===== src/rtl/request_service_ctrl_if.sv =====
// Signal bundle between the request/service controller, the 8-input priority
// circuit and the single service unit.
interface request_service_ctrl_if;
    logic [7:0] req_in;
    logic [7:0] pend;
    logic [7:0] grant;
    logic       idle;
    logic       svc_valid;
    logic [2:0] svc_id;
    logic       svc_ready;
    logic       svc_done;
    logic       busy;
    logic       done_pulse;
    logic       timeout;
    logic       proto_err;

    modport master (
        input  req_in, grant, idle, svc_ready, svc_done,
        output pend, svc_valid, svc_id, busy, done_pulse, timeout, proto_err
    );

    modport slave (
        output req_in, grant, idle, svc_ready, svc_done,
        input  pend, svc_valid, svc_id, busy, done_pulse, timeout, proto_err
    );
endinterface


===== src/rtl/request_service_ctrl.sv =====
// Front end for the 8-input priority circuit: latches request edges into pend,
// serves the granted channel through a valid/ready/done handshake with timeout.
module request_service_ctrl #(
    parameter int unsigned TW      = 8,
    parameter int unsigned TIMEOUT = 200
) (
    input  logic                    clk,
    input  logic                    rst_n,
    request_service_ctrl_if.master  bus
);

    typedef enum logic [1:0] {
        ST_IDLE  = 2'd0,
        ST_ISSUE = 2'd1,
        ST_BUSY  = 2'd2
    } state_e;

    localparam bit          TO_EN   = (TIMEOUT != 0);
    localparam logic [TW-1:0] TO_LAST = (TIMEOUT == 0) ? {TW{1'b0}} : TW'(TIMEOUT - 1);

    function automatic logic is_onehot(input logic [7:0] v);
        return (v != 8'd0) && ((v & (v - 8'd1)) == 8'd0);
    endfunction

    function automatic logic [2:0] encode8(input logic [7:0] v);
        logic [2:0] idx;
        idx = 3'd0;
        for (int k = 0; k < 8; k++) begin
            if (v[k]) begin
                idx = 3'(k);
            end else begin
                idx = idx;
            end
        end
        return idx;
    endfunction

    state_e        state_q, state_d;
    logic [7:0]    req_q;
    logic [7:0]    pend_q, pend_d;
    logic          svc_valid_q, svc_valid_d;
    logic [2:0]    svc_id_q, svc_id_d;
    logic          busy_q, busy_d;
    logic          done_q, done_d;
    logic          timeout_q, timeout_d;
    logic          proto_err_q, proto_err_d;
    logic [TW-1:0] timer_q, timer_d;
    logic [7:0]    rise_s;
    logic [7:0]    clr_s;

    assign rise_s = bus.req_in & ~req_q;

    // Next-state, handshake outputs and pending-bit update.
    always_comb begin
        state_d     = state_q;
        svc_valid_d = svc_valid_q;
        svc_id_d    = svc_id_q;
        timer_d     = timer_q;
        clr_s       = 8'd0;
        done_d      = 1'b0;
        timeout_d   = 1'b0;
        proto_err_d = 1'b0;
        case (state_q)
            ST_IDLE: begin
                svc_valid_d = 1'b0;
                if (!bus.idle && is_onehot(bus.grant)) begin
                    svc_id_d    = encode8(bus.grant);
                    svc_valid_d = 1'b1;
                    state_d     = ST_ISSUE;
                end else if (bus.idle && (bus.grant == 8'd0)) begin
                    state_d = ST_IDLE;
                end else begin
                    proto_err_d = 1'b1;
                end
            end
            ST_ISSUE: begin
                if (bus.svc_ready) begin
                    svc_valid_d = 1'b0;
                    timer_d     = {TW{1'b0}};
                    state_d     = ST_BUSY;
                end else begin
                    svc_valid_d = 1'b1;
                end
            end
            ST_BUSY: begin
                // Completion takes precedence over a timeout landing on the same edge.
                if (bus.svc_done) begin
                    clr_s   = 8'd1 << svc_id_q;
                    done_d  = 1'b1;
                    state_d = ST_IDLE;
                end else if (TO_EN && (timer_q == TO_LAST)) begin
                    clr_s     = 8'd1 << svc_id_q;
                    timeout_d = 1'b1;
                    state_d   = ST_IDLE;
                end else begin
                    timer_d = timer_q + TW'(1);
                end
            end
            default: begin
                svc_valid_d = 1'b0;
                state_d     = ST_IDLE;
            end
        endcase
        // A new event on the bit being cleared keeps it pending.
        pend_d = (pend_q & ~clr_s) | rise_s;
        busy_d = (state_d != ST_IDLE);
    end

    // State and registered-output update.
    always_ff @(posedge clk or negedge rst_n) begin
        if (!rst_n) begin
            state_q     <= ST_IDLE;
            req_q       <= 8'd0;
            pend_q      <= 8'd0;
            svc_valid_q <= 1'b0;
            svc_id_q    <= 3'd0;
            busy_q      <= 1'b0;
            done_q      <= 1'b0;
            timeout_q   <= 1'b0;
            proto_err_q <= 1'b0;
            timer_q     <= {TW{1'b0}};
        end else begin
            state_q     <= state_d;
            req_q       <= bus.req_in;
            pend_q      <= pend_d;
            svc_valid_q <= svc_valid_d;
            svc_id_q    <= svc_id_d;
            busy_q      <= busy_d;
            done_q      <= done_d;
            timeout_q   <= timeout_d;
            proto_err_q <= proto_err_d;
            timer_q     <= timer_d;
        end
    end

    assign bus.pend       = pend_q;
    assign bus.svc_valid  = svc_valid_q;
    assign bus.svc_id     = svc_id_q;
    assign bus.busy       = busy_q;
    assign bus.done_pulse = done_q;
    assign bus.timeout    = timeout_q;
    assign bus.proto_err  = proto_err_q;

    request_service_ctrl_chk u_chk (
        .clk        (clk),
        .rst_n      (rst_n),
        .svc_valid  (svc_valid_q),
        .busy       (busy_q),
        .done_pulse (done_q),
        .timeout    (timeout_q),
        .proto_err  (proto_err_q)
    );

endmodule

// Structural invariants of the controller outputs.
module request_service_ctrl_chk (
    input logic clk,
    input logic rst_n,
    input logic svc_valid,
    input logic busy,
    input logic done_pulse,
    input logic timeout,
    input logic proto_err
);

    a_valid_implies_busy: assert property (@(posedge clk) disable iff (!rst_n)
        svc_valid |-> busy);

    a_pulses_exclusive: assert property (@(posedge clk) disable iff (!rst_n)
        $onehot0({done_pulse, timeout, proto_err}));

endmodule


===== src/flat_wrapper.sv =====
// flat-port wrapper written by rule: the top's interface ports become plain ports
module request_service_ctrl_flat 
#(
    parameter int unsigned TW      = 8,
    parameter int unsigned TIMEOUT = 200
)
  (clk, rst_n, bus_req_in, bus_grant, bus_idle, bus_svc_ready, bus_svc_done, bus_pend, bus_svc_valid, bus_svc_id, bus_busy, bus_done_pulse, bus_timeout, bus_proto_err);
  request_service_ctrl_if bus_i ();
  input  logic clk;
  input  logic rst_n;
  input wire logic [$bits(bus_i.req_in)-1:0] bus_req_in;
  input wire logic [$bits(bus_i.grant)-1:0] bus_grant;
  input wire logic [$bits(bus_i.idle)-1:0] bus_idle;
  input wire logic [$bits(bus_i.svc_ready)-1:0] bus_svc_ready;
  input wire logic [$bits(bus_i.svc_done)-1:0] bus_svc_done;
  output wire logic [$bits(bus_i.pend)-1:0] bus_pend;
  output wire logic [$bits(bus_i.svc_valid)-1:0] bus_svc_valid;
  output wire logic [$bits(bus_i.svc_id)-1:0] bus_svc_id;
  output wire logic [$bits(bus_i.busy)-1:0] bus_busy;
  output wire logic [$bits(bus_i.done_pulse)-1:0] bus_done_pulse;
  output wire logic [$bits(bus_i.timeout)-1:0] bus_timeout;
  output wire logic [$bits(bus_i.proto_err)-1:0] bus_proto_err;
  assign bus_i.req_in = bus_req_in;
  assign bus_i.grant = bus_grant;
  assign bus_i.idle = bus_idle;
  assign bus_i.svc_ready = bus_svc_ready;
  assign bus_i.svc_done = bus_svc_done;
  assign bus_pend = bus_i.pend;
  assign bus_svc_valid = bus_i.svc_valid;
  assign bus_svc_id = bus_i.svc_id;
  assign bus_busy = bus_i.busy;
  assign bus_done_pulse = bus_i.done_pulse;
  assign bus_timeout = bus_i.timeout;
  assign bus_proto_err = bus_i.proto_err;
  request_service_ctrl #(.TW(TW), .TIMEOUT(TIMEOUT)) u_core (.clk(clk), .rst_n(rst_n), .bus(bus_i));
endmodule

===== config.mk =====
export PLATFORM = sky130hd
export DESIGN_NAME = request_service_ctrl_flat
export DESIGN_NICKNAME = d
export VERILOG_FILES = /design/src/rtl/request_service_ctrl_if.sv /design/src/rtl/request_service_ctrl.sv /design/src/flat_wrapper.sv
export SDC_FILE = /design/constraint.sdc
export NUM_CORES = 1
export LEC_CHECK = 0
export BUFFER_PORTS_ARGS = -buffer_cell sky130_fd_sc_hd__buf_2
export CAP_MARGIN = 5
export CORE_MARGIN = 5
export CORE_UTILIZATION = 30
export DETAILED_ROUTE_END_ITERATION = 8
export PLACE_DENSITY_LB_ADDON = 0.3
export SLEW_MARGIN = 25
export SYNTH_ARGS = -nofsm -noshare
export SYNTH_HDL_FRONTEND = slang
export SYNTH_SLANG_ARGS = --single-unit

===== constraint.sdc =====
create_clock -name clk -period 2.88 [get_ports clk]
set_input_delay 0.144 -clock clk [delete_from_list [all_inputs] [get_ports clk]]
set_output_delay 0.144 -clock clk [all_outputs]
set_load 0.1 [all_outputs]

# [After elaboration in Yosys (flattened, before gate mapping)]
# Index checks and enable logic that the tools add are counted.
[word_totals] output_inout_bits=16 in_bits=21 reg_bits=34
[op_classes] add_sub_neg=2 n_mux=31 bitwise_logic=6 eq_ne=6 shift=1 reduce_logical=12
[op_table] cell="$mux 8" n=6
[op_table] cell="$and 8x8->8" n=3
[op_table] cell="$logic_not 8->1" n=2
[op_table] cell="$not 8->8" n=2
[op_table] cell="$pmux 8 s2" n=1
[op_table] cell="$mux 2" n=7
[op_table] cell="$mux 3" n=4
[op_table] cell="$mux 1" n=11
[op_table] cell="$add 8x1->8 const B" n=1
[op_table] cell="$eq 8x8->1 const B" n=1
[op_table] cell="$or 8x8->8" n=1
[op_table] cell="$reduce_bool 8->1" n=1
[op_table] cell="$shl 1x3->8 const A" n=1
[op_table] cell="$sub 8x1->8 const B" n=1
[op_table] cell="$ne 2x2->1 const B" n=3
[op_table] cell="$pmux 2 s3" n=1
[op_table] cell="$reduce_and 4->1" n=1
[op_table] cell="$reduce_bool 2->1" n=2
[op_table] cell="$logic_and 1x1->1" n=3
[op_table] cell="$pmux 1 s3" n=1
[op_table] cell="$eq 2x1->1 const B" n=1
[op_table] cell="$eq 2x2->1 const B" n=1
[op_table] cell="$logic_not 2->1" n=1
[op_table] cell="$reduce_and 2->1" n=1
[op_table] cell="$logic_not 1->1" n=1

# [Depth between registers and ports, before layout]
# Gate-level depths: netlist of run 1.
[logic_depth] ltp_word=8 mapped_depth=6

# [Worst setup path after synthesis of run 1]
# OpenSTA, ideal clock, no wires.
[synth_timing] kind="input to register" start="input port bus_grant[1]" end="register u_core.svc_id_q[1], in the netlist u_core.bus.svc_id[1]" setup_slack_ps=856 arrival_time_ps=1899 cell_stages=6 path_buffers=1 setup_ps=126 path_cell_list="or4_4 a2111oi_2 a31oi_1 or4_1 buf_2 mux2_4"
[synth_via] elab_chain_len=6 elab_cells_between_ends=7 cone_classes="add/sub: 1; bitwise: 1; reduce/logical: 5"
[synth_rtl] element="start, declared" line_no="flat_wrapper.sv:12" text="input wire logic [$bits(bus_i.grant)-1:0] bus_grant;"
[synth_rtl] element="$sub 8x1->8" line_no="request_service_ctrl.sv:22" text="return (v != 8'd0) && ((v & (v - 8'd1)) == 8'd0);"
[synth_rtl] element="$and 8x8->8" line_no="request_service_ctrl.sv:22"
[synth_rtl] element="$logic_not 8->1" line_no="request_service_ctrl.sv:22"
[synth_rtl] element="$logic_and 1x1->1 (*)" line_no="request_service_ctrl.sv:22"
[synth_rtl] element="$logic_and 1x1->1 (*)" line_no="request_service_ctrl.sv:66" text="if (!bus.idle && is_onehot(bus.grant)) begin"
[synth_rtl] element="$reduce_and 2->1 (no source line) (*)"
[synth_rtl] element="end signal, assigned" line_no="request_service_ctrl.sv:127" text="svc_id_q <= svc_id_d;"
[synth_rtl] element="end, declared" line_no="request_service_ctrl.sv:42" text="logic [2:0] svc_id_q, svc_id_d;"
# Every way passes the cells marked *; elsewhere a longest branch is shown, timed or not.
# A chain may end at the register's enable or synchronous reset.

# [Worst setup path after layout of run 1]
[layout_timing] start="input port bus_grant[1]" end="register u_core.svc_id_q[2], in the netlist u_core.bus.svc_id[2]"
# Same word-level chain as after synthesis.

==> qor.csv, run 1 <==
stage,metric,value,unit
status,status,"finished, final reports clean",
power_and_ir_drop,irDropWorstVdd,0.2254,mV
clock_network,cts-htree-levels,2,
grt,antenna_found_initial,0,
worst_setup_path,crit_required,3.05,ns
timing,min_period_over_period,67.78,%
clock_network,cts.reportedPaths.clkPinSlew,0.07,ns
routing,drt_iter0_drc,53,
routing,num_vias,1201,
synthesis,netlist_top_cells_count,"34 x dfrtp_1, 14 x inv_1, 12 x nor2_1, 10 x o21ai_0, 8 x nand2_1",
grt,first_global_vias,1220,
synthesis,ys_top_cells_by_area,"dfrtp_1 57%, inv_1 3.5%, o21ai_0 3.3%",
synthesis,synth.net_count,162,
timing,finalHoldViolCount,0,
min_path,hp-start,bus_svc_ready,
synthesis,synthArstFlopShare,100.0,%
synthesis,synth_seq_area_share,56.76,%
power_and_ir_drop,leakage,0.8933,nW
timing,hold_ws,0.1141,ns
synthesis,yosysMostFrequentCell,dfrtp_1,
routing,wl_per_cell,12.70,microns
synthesis,ys.flop_type,dfrtp_1,
worst_setup_path,startpoint,bus_grant[1],
routing,antenna_left,0,
synthesis,synthSimpleGateAreaFrac,17.61,%
synthesis,netlist.top_cell.by_area,dfrtp_1,
grt,grt_overflow,0,
grt,globalRouteTotalUtil,11.20,%
worst_setup_path,timing.critical_path.cells,buf_2 > or4_4 > a2111oi_2 > a31oi_1 > or4_1 > mux2_4,
worst_setup_path,rrSetupSlack,1.07,ns
timing,drv_slew,0,
floorplanning,rows,25,
grt,grt_pass1_wl,5533,microns
timing,worst_slack,0.9280,ns
routing,wl,3265,microns
floorplanning,die-width,80.69,microns
timing,worst_pin_slew,0.7502,ns
worst_setup_path,cp_slowest_cell,or4_1,
grt,grt_max_degree,35,
synthesis,synth_compound_area_share,13.86,%
worst_setup_path,critical_path.startpoint_type,primary input,
floorplanning,die_h,80.69,microns
clock_network,numCtsBuffers,5,
clock_network,cts_root_buf,clkbuf_8,
synthesis,synthMuxAreaShare,2.671,%
synthesis,synth_xor_area_share,3.506,%
placement,dp_hpwl,2381,microns
floorplanning,initial_utilization,31.32,%
placement,place_ws,0.6247,ns
worst_setup_path,cp-end-kind,flip-flop,
floorplanning,dieArea,0.006510,sq mm
clock_network,clockBufferDepth,2,
worst_setup_path,path_buf_inv,1,
layout,drive_gt1_share,25.79,%
worst_setup_path,cp_max_fo,5,
routing,first_pass_iters,4,
routing,drcViolationCount,0,
synthesis,synth_edf_count,0,
layout,nNetsFinal,212,
placement,place_congestion,0.7944,
floorplanning,core-area,0.004786,sq mm
timing,period_minus_slack,1.952,ns
power_and_ir_drop,powerDensity,577.6,mW/mm^2
layout,design_area,0.001923,sq mm
timing,rsz0062_at_grt,no,
worst_setup_path,path_class,primary input to flip-flop,
routing,via_per_inst,4.673,
clock_network,cts_setup_buffers,0,
worst_setup_path,crit_arrival,2.12,ns
clock_network,clock-sinks,34,
synthesis,synth.top_cell.area_share,56.76,%
worst_setup_path,crit-reg2reg-launch,u_core.state_q[0],
worst_setup_path,cpLargestDelayFamily,simple AND/OR/NAND/NOR gates,
synthesis,synth.avg_cell_area,10.71,sq um
worst_setup_path,cpPeakStageDelay,0.66,ns
placement,io_buffers,36,
timing,setup_tns,0,ns
layout,antenna_cells,0,
synthesis,yosys_warnings,0,
layout,area_growth,28.30,%
floorplanning,ios,37,
clock_network,clk_latency,0.28,ns
run,maxCapViolations,0,
synthesis,syn-instance-count,140,
placement,dpl_cell_area,0.001754,sq mm
min_path,hold_path_class,primary input to flip-flop,
synthesis,syn-cell-area,0.001499,sq mm
synthesis,synth_top_family_by_area,simple AND/OR/NAND/NOR gates,
timing,maxSlewHeadroom,49.99,%
synthesis,ys_ff_latch,34,
clock_network,cts_tree,yes,
timing,fin_skew,0.006460,ns
synthesis,synth_fa_ha_area_share,1.503,%
timing,fmax,0.5123,GHz
synthesis,synth_cell_types,36,
timing,finalSetupViolations,0,
[flip-flops by register name, indices dropped and copies added (netlist names)]
signal	cells
u_core.bus.pend	8
u_core.req_q	8
u_core.timer_q	8
u_core.bus.svc_id	3
u_core.state_q	2
u_core.bus.busy	1
u_core.bus.done_pulse	1
u_core.bus.proto_err	1
u_core.bus.svc_valid	1
u_core.bus.timeout	1
[cells in the final DEF (no fill, tap or decap)]
master         Yosys  routed
a2111oi_0          1       1
a2111oi_2          1       1
a21boi_0           1       1
a21oi_1            4       4
a22o_1             4       4
a31oi_1            1       1
and2_1             1       1
and3_1             1       1
buf_2              1      36
clkbuf_8           0       5
clkinv_2           0       2
dfrtp_1           34      34
dlygate4sd3_1      0       9
ha_1               1       1
inv_1             14      14
maj3_1             1       1
mux2_4             2       2
mux2i_1            1       1
nand2_1            8       8
nand2b_1           4       4
nand3_1            4       4
nand3b_1           2       2
nand4_1            6       6
nand4bb_1          1       1
nor2_1            12      12
nor2b_1            1       1
nor3_1             4       4
o211ai_1           1       1
o21a_1             1       1
o21ai_0           10      10
o21bai_1           2       2
o41ai_1            4       4
or2_2              1       1
or3b_2             1       1
or4_1              2       2
or4_4              1       1
xnor2_1            2       2
xor2_1             4       4
[cell families (layout without fill, tap and decap cells)]
family          Yosys count  in the layout
fa+ha+maj                 2              2
simple gates             49             49
mux                       3              3
xor+xnor                  6              6
buf+inv                  16             66
flops                    34             34
compound gates           30             30
[repair_timing]
| item | 4_1_cts | 5_1_grt |
|---|---|---|
| endpoints found under the hold margin | 42 | 0 |
| hold buffers | 9 | 0 |
| resized for setup | 0 | 0 |
| endpoints found under the setup margin | 0 | 0 |
[stage by stage]
| stage | power [mW] | instances | utilization, % |
|---|---|---|---|
| after global placement | 0.7832 | 241 | 36.65 |
| after CTS | 1.124 | 257 | 40.18 |
| after detailed placement | 0.7870 | 241 | 36.65 |
| final | 1.111 | 257 | 40.18 |
| after floorplan | 0.7178 | 140 | - |
| after global routing | 1.168 | 257 | 40.18 |
[report_power, final]
group | switching, mW | leakage, nW | internal [mW]
clock | 0.165 | 0.0438 | 0.162
combinational | 0.170 | 0.449 | 0.0608
sequential | 0.0426 | 0.400 | 0.511
total | 0.377 | 0.893 | 0.733
[layout make-up]
class | instances | area (sq um)
fillers | 495 | 2863
flip-flops and latches | 34 | 850.8
multi-input cells | 90 | 586.8
repair buffers | 45 | 270.3
well taps | 67 | 83.83
clock buffers | 5 | 68.82
inverters | 14 | 52.55
clock inverters | 2 | 10.01
[per-layer routing]
layer	track usage, %	part of all wire (%)	vias up
li1	-	-	595
met1	13.55	44	567
met2	17.88	49	30
met3	3.139	5.1	9
met4	6.081	2.4	0
met5	0	0	-
[worst paths after layout]
path | endpoint | cells past startpoint
max in group asynchronous | u_core.timer_q[3] | 2
min in group asynchronous | u_core.bus.pend[5] | 2
min | u_core.state_q[0] | 2
max reg2reg | u_core.timer_q[2] | 5
min reg2reg | u_core.bus.pend[1] | 1
max | u_core.bus.svc_id[2] | 6
Power figures use the tool's default switching activity.
==> run 2, diff against run 1 <==
--- a/config.mk
+++ b/config.mk
@@ -5,6 +5,7 @@
 export SDC_FILE = /design/constraint.sdc
 export NUM_CORES = 1
 export LEC_CHECK = 0
+export ABC_AREA = 1
 export BUFFER_PORTS_ARGS = -buffer_cell sky130_fd_sc_hd__buf_2
 export CAP_MARGIN = 5
 export CORE_MARGIN = 5
==> constraint.sdc (replaced) <==
create_clock -name clk -period 1.85 [get_ports clk]
set_input_delay 0.0925 -clock clk [delete_from_list [all_inputs] [get_ports clk]]
set_output_delay 0.0925 -clock clk [all_outputs]
set_load 0.1 [all_outputs]
==> qor.csv, run 2 <==
stage,metric,value,unit,change
grt,grt_overflow,0,,unchanged
layout,final_common_cell,nand2_1,,
timing,setup_tns,0,ns,unchanged
routing,num_vias,1344,,+12%
placement,place_congestion,0.7748,,-2.5%
floorplanning,core-area,0.005439,sq mm,+14%
clock_network,cts.reportedPaths.clkPinSlew,0.06,ns,about the same
clock_network,clock-sinks,34,,unchanged
worst_setup_path,crit_required,2.01,ns,-1.04 ns
power_and_ir_drop,irDropWorstVdd,0.2825,mV,+25%
timing,drv_slew,0,,unchanged
synthesis,synth.top_cell.area_share,51.55,%,-5.2 points
synthesis,synth_edf_count,0,,unchanged
grt,antenna_found_initial,0,,unchanged
synthesis,ys.flop_type,dfrtp_1,,
layout,antenna_cells,0,,unchanged
synthesis,synth_cell_types,23,,-36%
clock_network,clockBufferDepth,2,,unchanged
routing,drcViolationCount,0,,unchanged
placement,place_ws,0.3814,ns,-0.2433 ns
routing,via_per_inst,4.240,,-9.3%
floorplanning,dieArea,0.007085,sq mm,+8.8%
floorplanning,die-width,84.17,microns,+4.3%
grt,grt_max_degree,35,,unchanged
worst_setup_path,critical_path.startpoint_type,flip-flop,,
clock_network,numCtsBuffers,5,,unchanged
timing,finalHoldViolCount,0,,unchanged
timing,worst_pin_slew,0.7367,ns,-0.01349 ns
clock_network,cts_tree,yes,,
power_and_ir_drop,power.total,1.796,mW,+62%
timing,rsz0062_at_grt,no,,
floorplanning,ios,37,,unchanged
routing,antenna_left,0,,unchanged
power_and_ir_drop,leakage,1.041,nW,+17%
synthesis,syn-instance-count,193,,+38%
timing,hold_ws,0.1532,ns,+0.03904 ns
synthesis,yosys_warnings,0,,unchanged
synthesis,netlist_top_cells_count,"46 x nand2_1, 34 x dfrtp_1, 29 x inv_1, 17 x o21ai_0, 13 x nor2_1",,
routing,wl,3381,microns,+3.6%
synthesis,synthArstFlopShare,100.0,%,unchanged
grt,globalRouteTotalUtil,10.86,%,-0.34 points
routing,wl_met2,1448,microns,-8.7%
routing,drt_iter0_drc,59,,+11%
synthesis,synth_seq_area_share,51.55,%,-5.2 points
power_and_ir_drop,powerDensity,860.9,mW/mm^2,+49%
grt,first_global_vias,1335,,+9.4%
grt,grt_pass1_wl,6147,microns,+11%
worst_setup_path,cp_max_fo,4,,-1
clock_network,clk_latency,0.28,ns,about the same
synthesis,syn-cell-area,0.001650,sq mm,+10%
routing,wl_met1,1600,microns,+12%
layout,drive_gt1_share,26.94,%,+1.1 points
layout,nFillCells,569,,+15%
timing,period_minus_slack,1.453,ns,
floorplanning,die_h,84.17,microns,+4.3%
synthesis,yosysMostFrequentCell,nand2_1,,
synthesis,synth.avg_cell_area,8.551,sq um,-20%
placement,dp_hpwl,2606,microns,+9.4%
worst_setup_path,crit_arrival,1.61,ns,-0.51 ns
routing,wl_per_cell,10.67,microns,-16%
placement,io_buffers,36,,unchanged
timing,min_period_over_period,78.54,%,
min_path,hold_path_class,primary input to flip-flop,,
clock_network,cts-htree-levels,2,,unchanged
status,status,"finished, final reports clean",,
synthesis,synth.net_count,215,,+33%
synthesis,ys_top_cells_by_area,"dfrtp_1 52%, nand2_1 10%, inv_1 6.6%",,
timing,fin_skew,0.002207,ns,-0.004252 ns
routing,wl_met3,240,microns,+44%
timing,finalSetupViolations,0,,unchanged
routing,first_pass_iters,4,,unchanged
timing,maxSlewHeadroom,50.89,%,+0.90 points
run,maxCapViolations,0,,unchanged
routing,top_layer_used,met4,,
layout,final_cell_mix,"46 x nand2_1, 36 x buf_2, 34 x dfrtp_1",,
synthesis,ys_ff_latch,34,,unchanged
floorplanning,rows,27,,+8.0%
floorplanning,initial_utilization,30.34,%,-0.98 points
layout,area_growth,26.38,%,
clock_network,cts_root_buf,clkbuf_8,,
layout,nNetsFinal,267,,+26%
synthesis,netlist.top_cell.by_area,dfrtp_1,,
timing,worst_slack,0.3970,ns,-0.5310 ns
worst_setup_path,cp-end-kind,flip-flop,,
clock_network,cts_setup_buffers,0,,unchanged
timing,fmax,0.6883,GHz,
worst_setup_path,path_class,flip-flop to flip-flop,,
run 2: cell types whose count changed in the layout (fill, tap and decap cells not counted), moves of 4 or more:
cell,change
a22o_1,-4
inv_1,+15
nand2_1,+38
nand2_2,+7
nand2b_1,-4
nand3_1,+8
nand4_1,-4
o21ai_0,+7
o41ai_1,-4
run 2: worst max-delay path, stage by stage (launching register included):
cell and delay (ns):
dfrtp_1 0.37, ha_1 0.20, nand2_2 0.08, nor2_2 0.09
nand4_2 0.12, nand2_2 0.12, nand2_1 0.10, o21ai_0 0.14
o21ai_0 0.10
run 2: cells by family (layout without fill, tap and decap cells):
| kind of cell | Yosys count | in the layout | synth area share, % |
|---|---|---|---|
| adder cells (fa/ha/maj) | 1 | 1 | 0.7580 |
| AO/OA/AOI/OAI | 27 | 27 | 9.098 |
| flip-flops | 34 | 34 | 51.55 |
| buffers and inverters | 32 | 84 | 7.733 |
| XOR/XNOR | 4 | 4 | 2.123 |
| AND/OR/NAND/NOR | 95 | 95 | 28.73 |
run 2: power breakdown:
group | leakage, nW | total (mW) | internal (mW) | switching (mW)
registers | 0.398 | 0.865 | 0.811 | 0.0539
logic | 0.604 | 0.438 | 0.114 | 0.324
clock network | 0.0383 | 0.492 | 0.258 | 0.234
total | 1.04 | 1.80 | 1.18 | 0.612
run 2: cell type report:
cell class	count	area, sq um	share of cell area, %
flip-flops and latches	34	850.8	40.79
multi-input cells	127	671.9	32.21
repair buffers	46	280.3	13.44
inverters	31	116.4	5.579
well taps	72	90.09	4.319
clock buffers	7	76.32	3.659
run 2: final timing paths:
check	startpoint	to	slack, ns	cells past startpoint
worst max-delay path	u_core.timer_q[1]	u_core.bus.pend[0]	0.40	8
worst min-delay path	bus_svc_ready	u_core.state_q[0]	0.15	4
worst max register to register	u_core.timer_q[1]	u_core.bus.pend[0]	0.40	8
worst min register to register	u_core.req_q[5]	u_core.bus.pend[5]	0.41	1
max in group asynchronous	rst_n	u_core.state_q[1]	0.97	2
min in group asynchronous	rst_n	u_core.timer_q[3]	0.41	2
run 2: metal layers:
layer	up-vias	global-route usage [%]
met5	-	0
met4	0	5.702
met3	10	4.122
met2	36	16.07
met1	590	13.72
li1	708	-
run 2: stage by stage:
| step | area (sq um) | util [%] | std cells |
|---|---|---|---|
| 2_1_floorplan | 1650 | - | 193 |
| 3_3_place_gp | 1909 | 35.10 | 300 |
| 3_5_place_dp | 1909 | 35.10 | 300 |
| 4_1_cts | 2086 | 38.35 | 317 |
| 5_1_grt | 2086 | 38.35 | 317 |
| 6_report | 2086 | 38.35 | 317 |
run 2: timing repair:
action,4_1_cts,5_1_grt
hold buffers,10,0
endpoints found under the hold margin,43,0
gates resized for setup,0,0
